## config.mk

```make
export PLATFORM = sky130hd
export DESIGN_NAME = ti_polyphase_interp8x2
export DESIGN_NICKNAME = d
export VERILOG_FILES = /design/src/rtl/ti_interp_pkg.sv /design/src/rtl/ti_interp_lane.sv /design/src/rtl/ti_polyphase_interp8x2.sv
export SDC_FILE = /design/constraint.sdc
export NUM_CORES = 1
export LEC_CHECK = 0
export BUFFER_PORTS_ARGS = -buffer_cell sky130_fd_sc_hd__buf_2
export CORE_MARGIN = 5
export CORE_UTILIZATION = 62
export CTS_CLUSTER_SIZE = 16
export DETAILED_ROUTE_END_ITERATION = 8
export MAX_ROUTING_LAYER = met4
export PLACE_DENSITY_LB_ADDON = 0.15
export SLEW_MARGIN = 20
export SYNTH_ARGS = -nofsm -noshare
export SYNTH_HDL_FRONTEND = slang
export SYNTH_SLANG_ARGS = --single-unit
```

## constraint.sdc

```tcl
create_clock -name CLK -period 5.1 [get_ports CLK]
set_clock_uncertainty 0.15 [all_clocks]
set_input_delay 1.02 -clock CLK [delete_from_list [all_inputs] [get_ports CLK]]
set_output_delay 1.02 -clock CLK [all_outputs]
set_load 0.03 [all_outputs]
```

## src/rtl/ti_interp_pkg.sv

```systemverilog
// ---------------------------------------------------------------------------
// ti_interp_pkg
// Shared definitions for the 8-lane polyphase I/Q interpolator:
//   - state_e    : priming state (EMPTY = no previous sample, RUN = primed)
//   - W_NEW/W_OLD: per-lane weights, index 0..7 maps to lanes OUT1..OUT8
//   - lane_is_i  : lane-to-component map (lanes 1,3,5,7 carry I; 2,4,6,8 carry Q)
// ---------------------------------------------------------------------------
package ti_interp_pkg;

  typedef enum logic [0:0] {
    EMPTY = 1'b0,
    RUN   = 1'b1
  } state_e;

  localparam int NUM_LANES = 8;

  // Lane k (1-based) uses phase k/8: the new sample weight grows with k,
  // the old sample weight is the complement so every lane sums to 8.
  localparam int W_NEW [NUM_LANES] = '{1, 2, 3, 4, 5, 6, 7, 8};
  localparam int W_OLD [NUM_LANES] = '{7, 6, 5, 4, 3, 2, 1, 0};

  // Index is 0-based, so even indices are the odd-numbered (I) lanes.
  function automatic bit lane_is_i(input int idx);
    return ((idx % 2) == 0);
  endfunction

endpackage

```

## src/rtl/ti_interp_lane.sv

```systemverilog
// ---------------------------------------------------------------------------
// ti_interp_lane
// Combinational arithmetic for one output lane:
//   acc  = NEW_WEIGHT*new_smp + OLD_WEIGHT*old_smp   (IN_BW+4 bits, signed)
//   r    = (acc + 2^(SHIFT-1)) >>> SHIFT              (round half up)
//   lane = r saturated to OUT_BW bits when TI_POLYPHASE_INTERP_SAT_EN is
//          defined, otherwise r wrapped to its low OUT_BW bits.
// Ports:
//   new_smp : signed IN_BW   newest sample of this lane's component
//   old_smp : signed IN_BW   previous sample of this lane's component
//   lane    : signed OUT_BW  narrowed lane value (unregistered)
// Configuration macro: TI_POLYPHASE_INTERP_SAT_EN
// ---------------------------------------------------------------------------
module ti_interp_lane #(
  parameter int IN_BW      = 11,
  parameter int OUT_BW     = 6,
  parameter int SHIFT      = 8,
  parameter int NEW_WEIGHT = 1,
  parameter int OLD_WEIGHT = 7
) (
  input  logic signed [IN_BW-1:0]  new_smp,
  input  logic signed [IN_BW-1:0]  old_smp,
  output logic signed [OUT_BW-1:0] lane
);

  // Weights sum to 8, so 4 extra bits hold the weighted sum with headroom
  // left for the rounding constant.
  localparam int ACC_W = IN_BW + 4;

  localparam logic signed [ACC_W-1:0] W_NEW_C = ACC_W'(NEW_WEIGHT);
  localparam logic signed [ACC_W-1:0] W_OLD_C = ACC_W'(OLD_WEIGHT);
  localparam logic signed [ACC_W-1:0] RND_C   = ACC_W'(2 ** (SHIFT - 1));
  localparam logic signed [ACC_W-1:0] MAX_C   = ACC_W'((2 ** (OUT_BW - 1)) - 1);
  localparam logic signed [ACC_W-1:0] MIN_C   = ACC_W'(-(2 ** (OUT_BW - 1)));

  logic signed [ACC_W-1:0] new_ext_s;
  logic signed [ACC_W-1:0] old_ext_s;
  logic signed [ACC_W-1:0] acc_s;
  logic signed [ACC_W-1:0] rnd_s;
  logic signed [ACC_W-1:0] shr_s;

  // Signed casts sign-extend the samples to the accumulator width.
  assign new_ext_s = ACC_W'(new_smp);
  assign old_ext_s = ACC_W'(old_smp);

  // Weighted sum, rounding offset and arithmetic shift.
  always_comb begin
    acc_s = (new_ext_s * W_NEW_C) + (old_ext_s * W_OLD_C);
    rnd_s = acc_s + RND_C;
    shr_s = rnd_s >>> SHIFT;
  end

`ifdef TI_POLYPHASE_INTERP_SAT_EN
  // Clamp the rounded value into the signed OUT_BW range.
  always_comb begin
    if (shr_s > MAX_C) begin
      lane = OUT_BW'(MAX_C);
    end else if (shr_s < MIN_C) begin
      lane = OUT_BW'(MIN_C);
    end else begin
      lane = OUT_BW'(shr_s);
    end
  end
`else
  // Keep only the low OUT_BW bits (two's-complement wrap).
  always_comb begin
    lane = OUT_BW'(shr_s);
  end
`endif

endmodule

```

## src/rtl/ti_polyphase_interp8x2.sv

```systemverilog
// ---------------------------------------------------------------------------
// ti_polyphase_interp8x2
// Transmit-side polyphase linear interpolator: each accepted I/Q pair is
// blended with the previous pair into 8 time-ordered lanes (odd lanes I at
// phases 1/8..7/8, even lanes Q at phases 2/8..8/8).
// Ports:
//   CLK        in   1       clock
//   RES        in   1       synchronous active-high reset
//   IN_VALID   in   1       IN_I/IN_Q carry a new sample
//   IN_I/IN_Q  in   IN_BW   signed I/Q samples
//   OUT_VALID  out  1       OUT1..OUT8 carry a new 8-lane word
//   OUT1..OUT8 out  OUT_BW  signed lanes, time order 1..8
//   PRIMED     out  1       high while in RUN
//   UFLOW_CNT  out  8       saturating count of idle cycles spent in RUN
// Configuration macro: TI_POLYPHASE_INTERP_SAT_EN (saturate instead of wrap)
// ---------------------------------------------------------------------------
module ti_polyphase_interp8x2
  import ti_interp_pkg::*;
#(
  parameter int IN_BW   = 11,
  parameter int OUT_BW  = 6,
  parameter int SHIFT   = 8,
  parameter int GAP_MAX = 4
) (
  input  logic                     CLK,
  input  logic                     RES,
  input  logic                     IN_VALID,
  input  logic signed [IN_BW-1:0]  IN_I,
  input  logic signed [IN_BW-1:0]  IN_Q,
  output logic                     OUT_VALID,
  output logic signed [OUT_BW-1:0] OUT1,
  output logic signed [OUT_BW-1:0] OUT2,
  output logic signed [OUT_BW-1:0] OUT3,
  output logic signed [OUT_BW-1:0] OUT4,
  output logic signed [OUT_BW-1:0] OUT5,
  output logic signed [OUT_BW-1:0] OUT6,
  output logic signed [OUT_BW-1:0] OUT7,
  output logic signed [OUT_BW-1:0] OUT8,
  output logic                     PRIMED,
  output logic [7:0]               UFLOW_CNT
);

  localparam int GAP_W = $clog2(GAP_MAX + 1);

  state_e                    state_r;
  state_e                    state_nxt_s;
  logic signed [IN_BW-1:0]   old_i_r;
  logic signed [IN_BW-1:0]   old_q_r;
  logic [GAP_W-1:0]          gap_r;
  logic [7:0]                uflow_r;
  logic                      out_valid_r;
  logic signed [OUT_BW-1:0]  out_r  [NUM_LANES];
  logic signed [OUT_BW-1:0]  lane_s [NUM_LANES];

  logic gap_last_s;
  logic load_old_s;
  logic emit_s;
  logic idle_s;

  // This idle cycle would be the GAP_MAX-th in a row.
  assign gap_last_s = (gap_r == GAP_W'(GAP_MAX - 1));

  // State register.
  always_ff @(posedge CLK) begin
    if (RES) begin
      state_r <= EMPTY;
    end else begin
      state_r <= state_nxt_s;
    end
  end

  // Next-state logic: first sample primes, a long idle gap un-primes.
  always_comb begin
    state_nxt_s = state_r;
    case (state_r)
      EMPTY: begin
        if (IN_VALID) begin
          state_nxt_s = RUN;
        end else begin
          state_nxt_s = EMPTY;
        end
      end
      RUN: begin
        if (!IN_VALID && gap_last_s) begin
          state_nxt_s = EMPTY;
        end else begin
          state_nxt_s = RUN;
        end
      end
      default: state_nxt_s = EMPTY;
    endcase
  end

  // Datapath controls decoded from state and IN_VALID.
  always_comb begin
    load_old_s = 1'b0;
    emit_s     = 1'b0;
    idle_s     = 1'b0;
    case (state_r)
      EMPTY: begin
        load_old_s = IN_VALID;
      end
      RUN: begin
        if (IN_VALID) begin
          load_old_s = 1'b1;
          emit_s     = 1'b1;
        end else begin
          idle_s     = 1'b1;
        end
      end
      default: begin
        load_old_s = 1'b0;
      end
    endcase
  end

  // Eight lane engines; odd lanes (even index) use I, even lanes use Q.
  for (genvar g = 0; g < NUM_LANES; g++) begin : g_lane
    logic signed [IN_BW-1:0] new_s;
    logic signed [IN_BW-1:0] old_s;

    if (lane_is_i(g)) begin : g_i
      assign new_s = IN_I;
      assign old_s = old_i_r;
    end else begin : g_q
      assign new_s = IN_Q;
      assign old_s = old_q_r;
    end

    ti_interp_lane #(
      .IN_BW      (IN_BW),
      .OUT_BW     (OUT_BW),
      .SHIFT      (SHIFT),
      .NEW_WEIGHT (W_NEW[g]),
      .OLD_WEIGHT (W_OLD[g])
    ) u_lane (
      .new_smp (new_s),
      .old_smp (old_s),
      .lane    (lane_s[g])
    );
  end

  // Sample history, gap tracking, underflow count and lane output registers.
  // The history survives a return to EMPTY but is overwritten by the
  // priming sample before it is ever used again.
  always_ff @(posedge CLK) begin
    if (RES) begin
      old_i_r     <= '0;
      old_q_r     <= '0;
      gap_r       <= '0;
      uflow_r     <= 8'd0;
      out_valid_r <= 1'b0;
      for (int k = 0; k < NUM_LANES; k++) begin
        out_r[k] <= '0;
      end
    end else begin
      if (load_old_s) begin
        old_i_r <= IN_I;
        old_q_r <= IN_Q;
      end
      out_valid_r <= emit_s;
      if (emit_s) begin
        for (int k = 0; k < NUM_LANES; k++) begin
          out_r[k] <= lane_s[k];
        end
      end
      if (emit_s) begin
        gap_r <= '0;
      end else if (idle_s) begin
        if (gap_last_s) begin
          gap_r <= '0;
        end else begin
          gap_r <= gap_r + GAP_W'(1);
        end
      end
      if (idle_s && (uflow_r != 8'hFF)) begin
        uflow_r <= uflow_r + 8'd1;
      end
    end
  end

  assign OUT_VALID = out_valid_r;
  assign PRIMED    = (state_r == RUN);
  assign UFLOW_CNT = uflow_r;
  assign OUT1      = out_r[0];
  assign OUT2      = out_r[1];
  assign OUT3      = out_r[2];
  assign OUT4      = out_r[3];
  assign OUT5      = out_r[4];
  assign OUT6      = out_r[5];
  assign OUT7      = out_r[6];
  assign OUT8      = out_r[7];

endmodule
```

; Word-level counts from Yosys, hierarchy flattened
; Memories as Yosys holds them, arrays and structs flattened.
; Cells that the tools add are included.
[classes]
add_sub_neg = 17
n_eq_ne = 2
mux = 21
n_bitwise = 9
n_reduce_logical = 4
n_mul = 8
[ops]
columns = op, count
row1 = $add A14 B9 Y14 const B, 8
row2 = $mul A11 B4 Y14 const B, 4
row3 = $mux W6, 8
row4 = $add A14 B14 Y14, 2
row5 = $mul A11 B3 Y14 const B, 2
row6 = $mul A11 B3 Y13 const B, 2
row7 = $add A11 B14 Y14, 1
row8 = $add A12 B14 Y14, 1
row9 = $add A13 B13 Y14, 1
row10 = $add A14 B11 Y14, 1
row11 = $add A14 B12 Y14, 1
row12 = $mux W1, 10
row13 = $add A8 B1 Y8 const B, 1
row14 = $ne A8 B8 Y1 const B, 1
row15 = $or A1 B1 Y1, 8
row16 = $pmux W1 S2, 2
row17 = $add A3 B1 Y3 const B, 1
row18 = $eq A3 B2 Y1 const B, 1
row19 = $mux W3, 1
row20 = $logic_and A1 B1 Y1, 2
row21 = $reduce_or A2 Y1, 1
row22 = $logic_not A1 Y1, 1
row23 = $not A1 Y1, 1
[word_totals]
n_memories = 1
mem_bits_rw = 48
ff_bits = 35
out_inout_bits = 58
[memory_table]
columns = name, depth, word_bits, read_ports, rd_clocked_by_memory_dff, write_ports, line
row1 = out_r, 8, 6, 8, 0, 8, ti_polyphase_interp8x2.sv:52  ; logic signed [OUT_BW-1:0] out_r [NUM_LANES];

; Depth between registers and ports, before layout
; Gate-level depths: netlist (run 1).
[depth]
depth_word = 6
depth_mapped = 16

; By module
; Synthesis (run 1) repeated with hierarchy kept, for this count alone.
[unflattened]
hier_cells = 1082
area_unflattened_um2 = 10754.1
[by_module_without_submodules]
columns = mod, cells_per_inst, area_each_um2, n_inst, seq_area_each_um2
row1 = ti_polyphase_interp8x2, 240, 3119.2, 1, 2142.1
row2 = ti_interp_lane at g_lane[1].u_lane ..., 114, 994.7, 2, 0.0
row3 = ti_interp_lane at g_lane[0].u_lane, 149, 1287.5, 1, 0.0
row4 = ti_interp_lane at g_lane[2].u_lane, 132, 1287.5, 1, 0.0
row5 = ti_interp_lane at g_lane[6].u_lane, 148, 1286.2, 1, 0.0
row6 = ti_interp_lane at g_lane[4].u_lane, 118, 1212.4, 1, 0.0
row7 = ti_interp_lane at g_lane[3].u_lane, 57, 491.7, 1, 0.0
row8 = ti_interp_lane at g_lane[7].u_lane, 10, 80.1, 1, 0.0

; Worst setup path before layout (run 1)
; Ideal clock, no wire load.
[synth_timing]
path_kind = in2reg
start = input IN_I[3]
end = memory out_r[2][4], in the netlist out_r[0][16] (data pin)
path_buffers = 0
arrival_ns = 4.331
path_slack_ns = 0.347
path_stages = 13
path_cell_list = ha_1 ha_1 fa_1 inv_1 fa_1 inv_1 ha_1 a2111oi_2 o21ai_1 a41o_1 a21o_1 o311ai_0 o31ai_1
[synth_lines]
columns = element, line
row1 = start: declaration, ti_polyphase_interp8x2.sv:28  ; input logic signed [IN_BW-1:0] IN_I,
row2 = end: declaration, ti_polyphase_interp8x2.sv:52

==> results of run 1 <==
## layer usage
metal	part of all wire (%)	GRT usage [%]	routed length, um
met1	44	27.81	8652
met2	52	41.58	10220
met3	2.7	3.214	543
met4	1.7	5.765	331
met5	0	-	0
## flip-flops by register name, summed over array words and instances (netlist names)
signal	count
OUT_VALID	1
PRIMED	1
UFLOW_CNT	8
g_lane.old_s	22
gap_r	3
out_r	48
## path summary, 6_finish.rpt
| check | slack [ns] | endpoint | cells after the start |
|---|---|---|---|
| worst max-delay path | 0.39 | out_r[0][16] | 14 |
| worst min-delay path | 0.32 | gap_r[1] | 2 |
| worst max register to register | 0.62 | out_r[0][16] | 13 |
| worst min register to register | 0.32 | gap_r[1] | 2 |
## power by group
| group | switching [W] | internal (W) | leakage [nW] | total, W |
|---|---|---|---|---|
| sequential | 0.0000330 | 0.000784 | 0.793 | 0.000817 |
| combinational | 0.000997 | 0.000730 | 4.87 | 0.00173 |
| clock | 0.000311 | 0.000437 | 0.159 | 0.000748 |
| total | 0.00134 | 0.00195 | 5.82 | 0.00329 |
## cells by family (layout without fill, tap and decap cells)
kind of cell | count (synthesis) | count (layout) | share of synthesized area (%)
buffers and inverters | 184 | 280 | 6.900
xor gates and xnor gates | 67 | 67 | 5.852
adders and majority gates | 308 | 308 | 44.42
DFF | 83 | 83 | 21.36
muxes | 29 | 29 | 2.895
and+or+nand+nor | 187 | 187 | 8.797
AOI/OAI and AO/OA | 151 | 151 | 9.770
## area by class of cell
type	instances	area, sq um	area share, %
Clock inverter	7	105.1	0.9489
Inverter	170	638.1	5.761
Timing Repair Buffer	94	500.5	4.519
Tap cell	216	270.3	2.440
Clock buffer	9	225.2	2.033
Multi-Input combinational cell	742	7194	64.96
Sequential cell	83	2142	19.34
## cells in the final DEF (no fill, tap or decap), types with 2 or more instances in the layout
master / synthesis / routed
dfxtp_1: 35 / 35
mux2i_1: 29 / 29
or3_1: 7 / 7
o2111ai_1: 2 / 2
a21oi_1: 42 / 42
fa_1: 80 / 80
o311ai_0: 2 / 2
nor3_1: 22 / 22
nand4_1: 10 / 10
a21o_1: 17 / 16
bufinv_16: 0 / 2
and3_1: 5 / 5
xor2_1: 30 / 30
buf_4: 0 / 12
buf_2: 1 / 82
clkbuf_16: 0 / 9
a211o_1: 4 / 4
inv_1: 170 / 170
a31oi_1: 10 / 10
nor3b_1: 4 / 4
o211ai_1: 3 / 3
o21ai_0: 30 / 30
a21boi_0: 4 / 4
inv_6: 0 / 2
a41o_1: 2 / 2
a211oi_1: 4 / 4
nor2b_1: 7 / 7
nand2_1: 33 / 33
o21bai_1: 6 / 6
nor2_1: 71 / 71
nand2b_1: 6 / 6
and2_1: 2 / 2
or2_2: 2 / 2
ha_1: 228 / 228
xnor2_1: 37 / 37
edfxtp_1: 48 / 48
nand3_1: 13 / 13
o21a_1: 11 / 11
o31ai_1: 3 / 3
nand4b_1: 2 / 2
## stage by stage
step | instance area (sq um) | utilization (%) | worst slack (ns)
final | 11080 | 69.72 | 0.3899
after global routing | 11080 | 69.72 | 0.2840
after CTS | 11080 | 69.72 | 0.3785
after detailed placement | 10750 | 67.64 | 0.004038
after global placement | 10750 | 67.64 | 0.07271
after floorplan | 10030 | - | 0.3468
## worst register-to-register path: cells and delay by family, from the launching register on
| family | cells | cell delay [ns] |
|---|---|---|
| AO/OA/AOI/OAI | 6 | 1.46 |
| adder cells (fa/ha/maj) | 5 | 1.99 |
| buffers and inverters | 2 | 0.09 |
| flip-flops | 1 | 0.53 |
==> key figures, run 1 <==
Clock network
  – # hold bufs at CTS: 0
  – Postcts setup bufs: 0
  – Clock Sink Count: 83
  – Cts bufs inserted: 9
  – Reg clk slew, reported paths: 0.07 ns
  – TritonCTS clock tree: built
  – Clock root buffer: clkbuf_16
  – Clock Path Buffers: 2
  – Post_cts resized: 0
  – # H-tree levels: 3
  – Worst-Skew Late Latency: 0.35 ns

Setup path
  – Critical path fanouts, max: 4
  – Crit-path slowest cell: fa_1
  – Top delay family on crit path: adder cells
  – FF-to-FF Start: g_lane[0].old_s[4]
  – Critical path class: input port to flip-flop
  – Worst setup SP type: input port
  – Max incr delay on CP: 0.54 ns
  – Critical Path Start: IN_I[3]
  – Crit path buf inv count: 3
  – Setup crit end kind: flip-flop
  – Most used cell, CP: ha_1
  – Required @ worst endpoint: between 5 and 6 ns
  – Worst path cell trace: buf_2 > ha_1 > ha_1 > fa_1 > inv_1 > fa_1 > inv_1 > ha_1 > a2111oi_2 > o21ai_1 > a41o_1 > a21o_1 > o311ai_0 > o31ai_1
  – CP arrival: 4.65 ns

Worst hold path
  – HP Start: gap_r[1]
  – Hold Crit Class: flip-flop to flip-flop

Timing
  – Unrepaired setup endpoints after global routing: false
  – Final hold vios: 0
  – Fin Hold WS: 0.3245 ns
  – Tmin final: 4.710 ns
  – Setup violations, final: 0
  – Max Slew Vio Count: 0
  – Final Cycle Share: 92.35%
  – Max Fclk: approximately 210 MHz
  – Slew @ Worst Pin: 0.8800 ns
  – Total Neg Setup Slack: 0 ns
  – Slew HR: slightly above 40%

Place
  – Gpl congestion: between 0.8 and 0.9
  – Cells after DPL: 1305
  – Detail Placement HPWL: approximately 16 mm
  – Port Buf Inserts: 82

Logic synthesis
  – Fraction of registers with async set or reset after synthesis: 0%
  – Flops & latches, synth: 83
  – Synth Cell Area: 10030 sq um
  – Post-synthesis cell count: between 1k and 1.5k
  – Top post-synthesis cells by count: ha_1 (228), inv_1 (170), fa_1 (80)
  – Count of cell types in the netlist: between 50 and 60
  – Mean post-synth cell area: roughly 9.9 sq um
  – Most frequent cell after synthesis: ha_1
  – Synthesized net count: 1342
  – Seq/Total Area, Yosys: 21.36%
  – Area contributors post-synth: ha_1 (28%), fa_1 (16%), edfxtp_1 (14%), dfxtp_1 (7.0%), inv_1 (6.4%)
  – Post-synth top flop: edfxtp_1
  – Yosys top cell by area: ha_1
  – Yosys warning count: 0
  – Number of flops mapped to enable cells by yosys: 48
  – Post-synth top area share: between 20% and 30%

Die
  – Core Area: 15890 sq um
  – Initial Utilization: 63.12%
  – IO Pins: between 80 and 90
  – Die area: 18820 sq um
  – Die Span X: between 100 and 150 um
  – Row cnt: 46
  – Die Ht: 137.2 um

Status
  – Failing checks: design-rule violations
  – Status: complete, but fails checks

Drt
  – Initial DRC Count: around 230
  – Post-DR vias/cell: roughly 5.5
  – DRC: 1
  – Post-DRT Antenna Nets: 0
  – WL per Instance: 14.95 um
  – Post-Route WL: 19.75 mm
  – Pre-Repair DR Iteration Count: 6
  – Via count: approximately 7.3k

Pwr
  – Worst vdd ir: 0.0001794 V
  – Total power per unit cell area: between 200 and 300 nW/um^2
  – Design Power: approximately 0.0033 W
  – Pleak: 5.821 nW

Global routing
  – Global-route wire length before repair: 34.09 mm
  – Initial antenna violation count: 0
  – Vias in the first global route: 7433
  – Largest net degree at the start of global routing: 36
  – GRT Total Usage: 23.27%
  – Remaining Overflow, GRT: 0

Final layout
  – Layout Nets: about 1.4k
  – Post-Layout Cell Count: 1321
  – Layout cells sized above 1: a little over a tenth
  – Syn-to-layout area delta: 10.46%
  – Filler cell count: 1254
  – Antenna cells: 0

Flow run
  – Max Cap Viol: 0
Power figures use the tool's default switching activity.
==> run 2, diff against run 1 <==
--- a/config.mk
+++ b/config.mk
@@ -12,6 +12,7 @@
 export DETAILED_ROUTE_END_ITERATION = 8
 export MAX_ROUTING_LAYER = met4
 export PLACE_DENSITY_LB_ADDON = 0.15
+export RECOVER_POWER = 25
 export SLEW_MARGIN = 20
 export SYNTH_ARGS = -nofsm -noshare
 export SYNTH_HDL_FRONTEND = slang
==> key figures, run 2 (synthesis gave the netlist of run 1 again) <==
Final layout
  – Antenna cells: 0
  – Max FFs per register: 48
  – Layout cells sized above 1: 8.959%
  – Register with the most flip-flops: out_r
  – Syn-to-layout area delta: 10.21%
  – Commonest non-fill, non-tap cell in the layout: ha_1
  – Final instance area: ~11000 sq um
  – Most frequent cells in the layout: ha_1 (228), inv_1 (170), fa_1 (80)
  – Layout Nets: about 1.4k

Status
  – Status: complete, but fails checks
  – Failing checks: design-rule violations, max-capacitance violations, max-slew violations

Pwr
  – Total power per unit cell area: 297.5 nW/um^2
  – Pleak: 5.760 nW
  – Worst vdd ir: between 0.00015 and 0.0002 V

Timing
  – Unrepaired setup endpoints after global routing: false
  – Total Neg Setup Slack: 0 ns
  – Final hold vios: 0
  – Setup violations, final: 0
  – Max Fclk: 212.2 MHz
  – Final Cycle Share: 92.39%
  – Max Slew Vio Count: 60
  – Tmin final: 4.712 ns
  – Slew HR: -40.65%
  – Slew @ Worst Pin: 2.110 ns

Place
  – Post-DP Area: around 11000 sq um
  – Gpl congestion: 0.8570
  – Detail Placement HPWL: 15.81 mm
  – Port Buf Inserts: 82

Setup path
  – Worst setup SP type: input port
  – Flop2flop setup slack: 0.61 ns
  – Critical path fanouts, max: 4
  – Critical path class: input port to flip-flop
  – CP arrival: 4.65 ns
  – Setup crit end kind: flip-flop
  – FF-to-FF Start: g_lane[0].old_s[4]
  – FF-to-FF End: out_r[0][16]
  – Required @ worst endpoint: 5.04 ns
  – Worst r2r path cells: 13

Clock network
  – Clock Path Buffers: 2
  – Postcts setup bufs: 0
  – Clock root buffer: clkbuf_16
  – Clock Sink Count: 83
  – Post_cts resized: 0
  – # hold bufs at CTS: 0
  – TritonCTS clock tree: built
  – # H-tree levels: 3
  – Reg clk slew, reported paths: 0.07 ns
  – Worst-Skew Late Latency: about 0.35 ns
  – Cts bufs inserted: 9

Flow run
  – Max Cap Viol: 2

Die
  – IO Pins: 83
  – Die Span X: approximately 140 um
  – Row cnt: 46
  – Die area: approximately 19000 sq um
  – Die Ht: 137.2 um
  – Initial Utilization: 63.12%
  – Core Area: 15890 sq um

Worst hold path
  – HP Start: gap_r[1]
  – WHS Endpoint: gap_r[1]
  – Hold depth: 2
  – Hold Crit Class: flip-flop to flip-flop

Global routing
  – Remaining Overflow, GRT: 0
  – Global-route wire length before repair: 34.09 mm
  – Largest net degree at the start of global routing: 36
  – GRT Total Usage: 23.27%
  – Initial antenna violation count: 0
  – Vias in the first global route: 7433

Drt
  – Post-DRT Antenna Nets: 0
  – Pre-Repair DR Iteration Count: 6
  – WL per Instance: 14.94 um
  – Initial DRC Count: 227
  – Post-Route WL: 19.73 mm
  – DRC: 1
  – Post-DR vias/cell: about 5.5
  – Via count: 7267
run 2: cell count changes in the layout (fill, tap and decap cells not counted):
cell,delta
clkbuf_1,+18
buf_2,-17
buf_4,-1
run 2: worst max path at each step:
stage | start | endpoint | slack, ns | cells after the start
after floorplan | IN_I[3] | out_r[0][16] | 0.35 | 13
after global placement | IN_I[3] | out_r[0][16] | 0.07 | 14
after detailed placement | IN_I[3] | out_r[0][16] | 0.004 | 14
after CTS | IN_I[3] | out_r[0][16] | 0.38 | 14
after global routing | IN_I[3] | out_r[0][16] | 0.28 | 14
final | IN_I[3] | out_r[0][16] | 0.39 | 14
run 2: layout make-up:
class,instances,area [sq um]
multi-input cells,742,7194
inverters,170,638.1
fillers,1262,4835
clock inverters,7,105.1
well taps,216,270.3
clock buffers,9,225.2
flip-flops and latches,83,2142
repair buffers,94,475.5
run 2: worst max-delay path: stages:
cell,delay (ns)
buf_2,0.11
ha_1,0.28
ha_1,0.30
fa_1,0.54
inv_1,0.05
fa_1,0.53
inv_1,0.04
ha_1,0.32
a2111oi_2,0.35
o21ai_1,0.14
a41o_1,0.31
a21o_1,0.24
o311ai_0,0.30
o31ai_1,0.12
run 2: metrics by stage:
stage | utilization, % | cells | total power [W] | setup slack (ns) | hold WS, ns
2_1_floorplan | - | 1009 | 0.002165 | 0.3468 | 0.2856
3_3_place_gp | 67.64 | 1305 | 0.002515 | 0.07271 | 0.2982
3_5_place_dp | 67.64 | 1305 | 0.002563 | 0.004038 | 0.3136
4_1_cts | 69.72 | 1321 | 0.003336 | 0.3785 | 0.3291
5_1_grt | 69.57 | 1321 | 0.003592 | 0.2840 | 0.3472
6_report | 69.57 | 1321 | 0.003288 | 0.3883 | 0.3247
run 2: power by group:
part / internal (W) / switching (W) / total (W)
combinational: 0.000726 / 0.000996 / 0.00172
clock: 0.000437 / 0.000311 / 0.000749
sequential: 0.000784 / 0.0000333 / 0.000817
total: 0.00195 / 0.00134 / 0.00329
run 2: layer usage:
metal	GRT usage (%)	vias up	share of wire, %
met1	27.81	3501	43
met4	5.765	0	1.7
met5	-	-	0
met3	3.214	21	3.2
li1	-	3648	-
met2	41.58	97	52
==> run 3, diff against run 2 <==
--- a/config.mk
+++ b/config.mk
@@ -13,6 +13,7 @@
 export MAX_ROUTING_LAYER = met4
 export PLACE_DENSITY_LB_ADDON = 0.15
 export RECOVER_POWER = 25
+export REMOVE_ABC_BUFFERS = 1
 export SLEW_MARGIN = 20
 export SYNTH_ARGS = -nofsm -noshare
 export SYNTH_HDL_FRONTEND = slang
==> key figures, run 3 (synthesis gave the netlist of run 1 again) <==
Timing
  – Fin Hold WS: 0.3126 ns
  – Final hold vios: 0
  – Unrepaired setup endpoints after global routing: false
  – Post-route setup slack: 0.3775 ns
  – Slew HR: -64.00%
  – Max Slew Vio Count: 48
  – Total Neg Setup Slack: 0 ns
  – Final Cycle Share: 92.60%
  – Slew @ Worst Pin: approximately 2.5 ns
  – Setup violations, final: 0
  – Tmin final: 4.723 ns
  – Max Fclk: 211.8 MHz

Die
  – Die Ht: 137.2 um
  – Die area: 18820 sq um
  – Initial Utilization: 63.12%
  – Die Span X: 137.2 um
  – Row cnt: 46
  – Core Area: roughly 16000 sq um
  – IO Pins: 83

Flow run
  – Max Cap Viol: 1

Setup path
  – Worst setup SP type: input port
  – Required @ worst endpoint: ~5 ns
  – Critical path class: input port to flip-flop
  – CP arrival: around 4.7 ns
  – Setup crit end kind: flip-flop
  – Critical path fanouts, max: 4

Worst hold path
  – Hold Crit Class: flip-flop to flip-flop

Drt
  – Via count: slightly above 7k
  – WL per Instance: 15.00 um
  – DRC: 0
  – Post-Route WL: 19.82 mm
  – Post-DRT Antenna Nets: 0
  – Post-DR vias/cell: around 5.5
  – Pre-Repair DR Iteration Count: 4
  – Initial DRC Count: between 300 and 400

Final layout
  – Layout Nets: 1433
  – Commonest non-fill, non-tap cell in the layout: ha_1
  – Register with the most flip-flops: out_r
  – Syn-to-layout area delta: 9.658%
  – Antenna cells: 0
  – Layout cells sized above 1: approximately 8.9%
  – Final instance area: 11000 sq um
  – Filler cell count: between 1k and 1.5k
  – Most frequent cells in the layout: ha_1 (228), inv_1 (170), fa_1 (80)
  – Max FFs per register: 48

Clock network
  – Worst-Skew Late Latency: 0.36 ns
  – Clock Path Buffers: 2
  – # hold bufs at CTS: 0
  – Clock Sink Count: 83
  – Cts bufs inserted: 9
  – Clock root buffer: clkbuf_16
  – TritonCTS clock tree: built
  – # H-tree levels: 3
  – Reg clk slew, reported paths: 0.07 ns
  – Postcts setup bufs: 0
  – Post_cts resized: 0

Place
  – Port Buf Inserts: 82
  – Detail Placement HPWL: 15.81 mm
  – Post-DP Area: 10750 sq um
  – Gpl congestion: 0.8486
  – Placement Setup Slack: 0.009488 ns

Global routing
  – Remaining Overflow, GRT: 0
  – Largest net degree at the start of global routing: 48
  – Vias in the first global route: 7247
  – Initial antenna violation count: 1
  – GRT Total Usage: a little under a quarter
  – Global-route wire length before repair: roughly 34 mm

Pwr
  – Total power per unit cell area: ~290 nW/um^2
  – Design Power: 0.003205 W
  – Worst vdd ir: 0.0001719 V
  – Pleak: ~5.7 nW

Status
  – Status: complete, but fails checks
  – Failing checks: max-capacitance violations, max-slew violations
-- run 3: metal layers --
metal	vias to the layer above	wire [um]	track usage, %
met4	0	272	6.153
met2	127	8913	36.29
met3	19	823	3.214
li1	3651	-	-
met5	-	0	-
met1	3407	9809	33.33
-- run 3: report_power, final --
group	internal [W]	switching [W]
clock	0.000338	0.000319
combinational	0.000728	0.000998
sequential	0.000784	0.0000383
-- run 3: final cells by class --
class / count / area, sq um / share of cell area (%)
Clock inverter: 6 / 46.29 / 0.4210
Multi-Input combinational cell: 742 / 7194 / 65.43
Tap cell: 216 / 270.3 / 2.458
Timing Repair Buffer: 94 / 475.5 / 4.324
Inverter: 170 / 638.1 / 5.803
Clock buffer: 10 / 229.0 / 2.082
Sequential cell: 83 / 2142 / 19.48
-- run 3: through the flow --
stage | util [%] | cells
2_1_floorplan | - | 995
3_3_place_gp | 67.64 | 1305
3_5_place_dp | 67.64 | 1305
4_1_cts | 69.38 | 1321
5_1_grt | 69.22 | 1321
6_report | 69.22 | 1321
-- run 3: final timing paths --
check	from	to	slack [ns]	depth (start not counted)
worst max register to register	g_lane[0].old_s[4]	out_r[0][16]	0.64	13
worst min-delay path	gap_r[1]	gap_r[1]	0.31	2
worst min register to register	gap_r[1]	gap_r[1]	0.31	2
worst max-delay path	IN_I[3]	out_r[0][16]	0.38	14
-- run 3: critical path, stage by stage --
cell and delay (ns):
buf_2 0.11, ha_1 0.29, ha_1 0.30, fa_1 0.54, inv_1 0.06, fa_1 0.54
inv_1 0.04, ha_1 0.31, a2111oi_2 0.35, o21ai_1 0.16, a41o_1 0.31, a21o_1 0.24
o311ai_0 0.29, o31ai_1 0.12
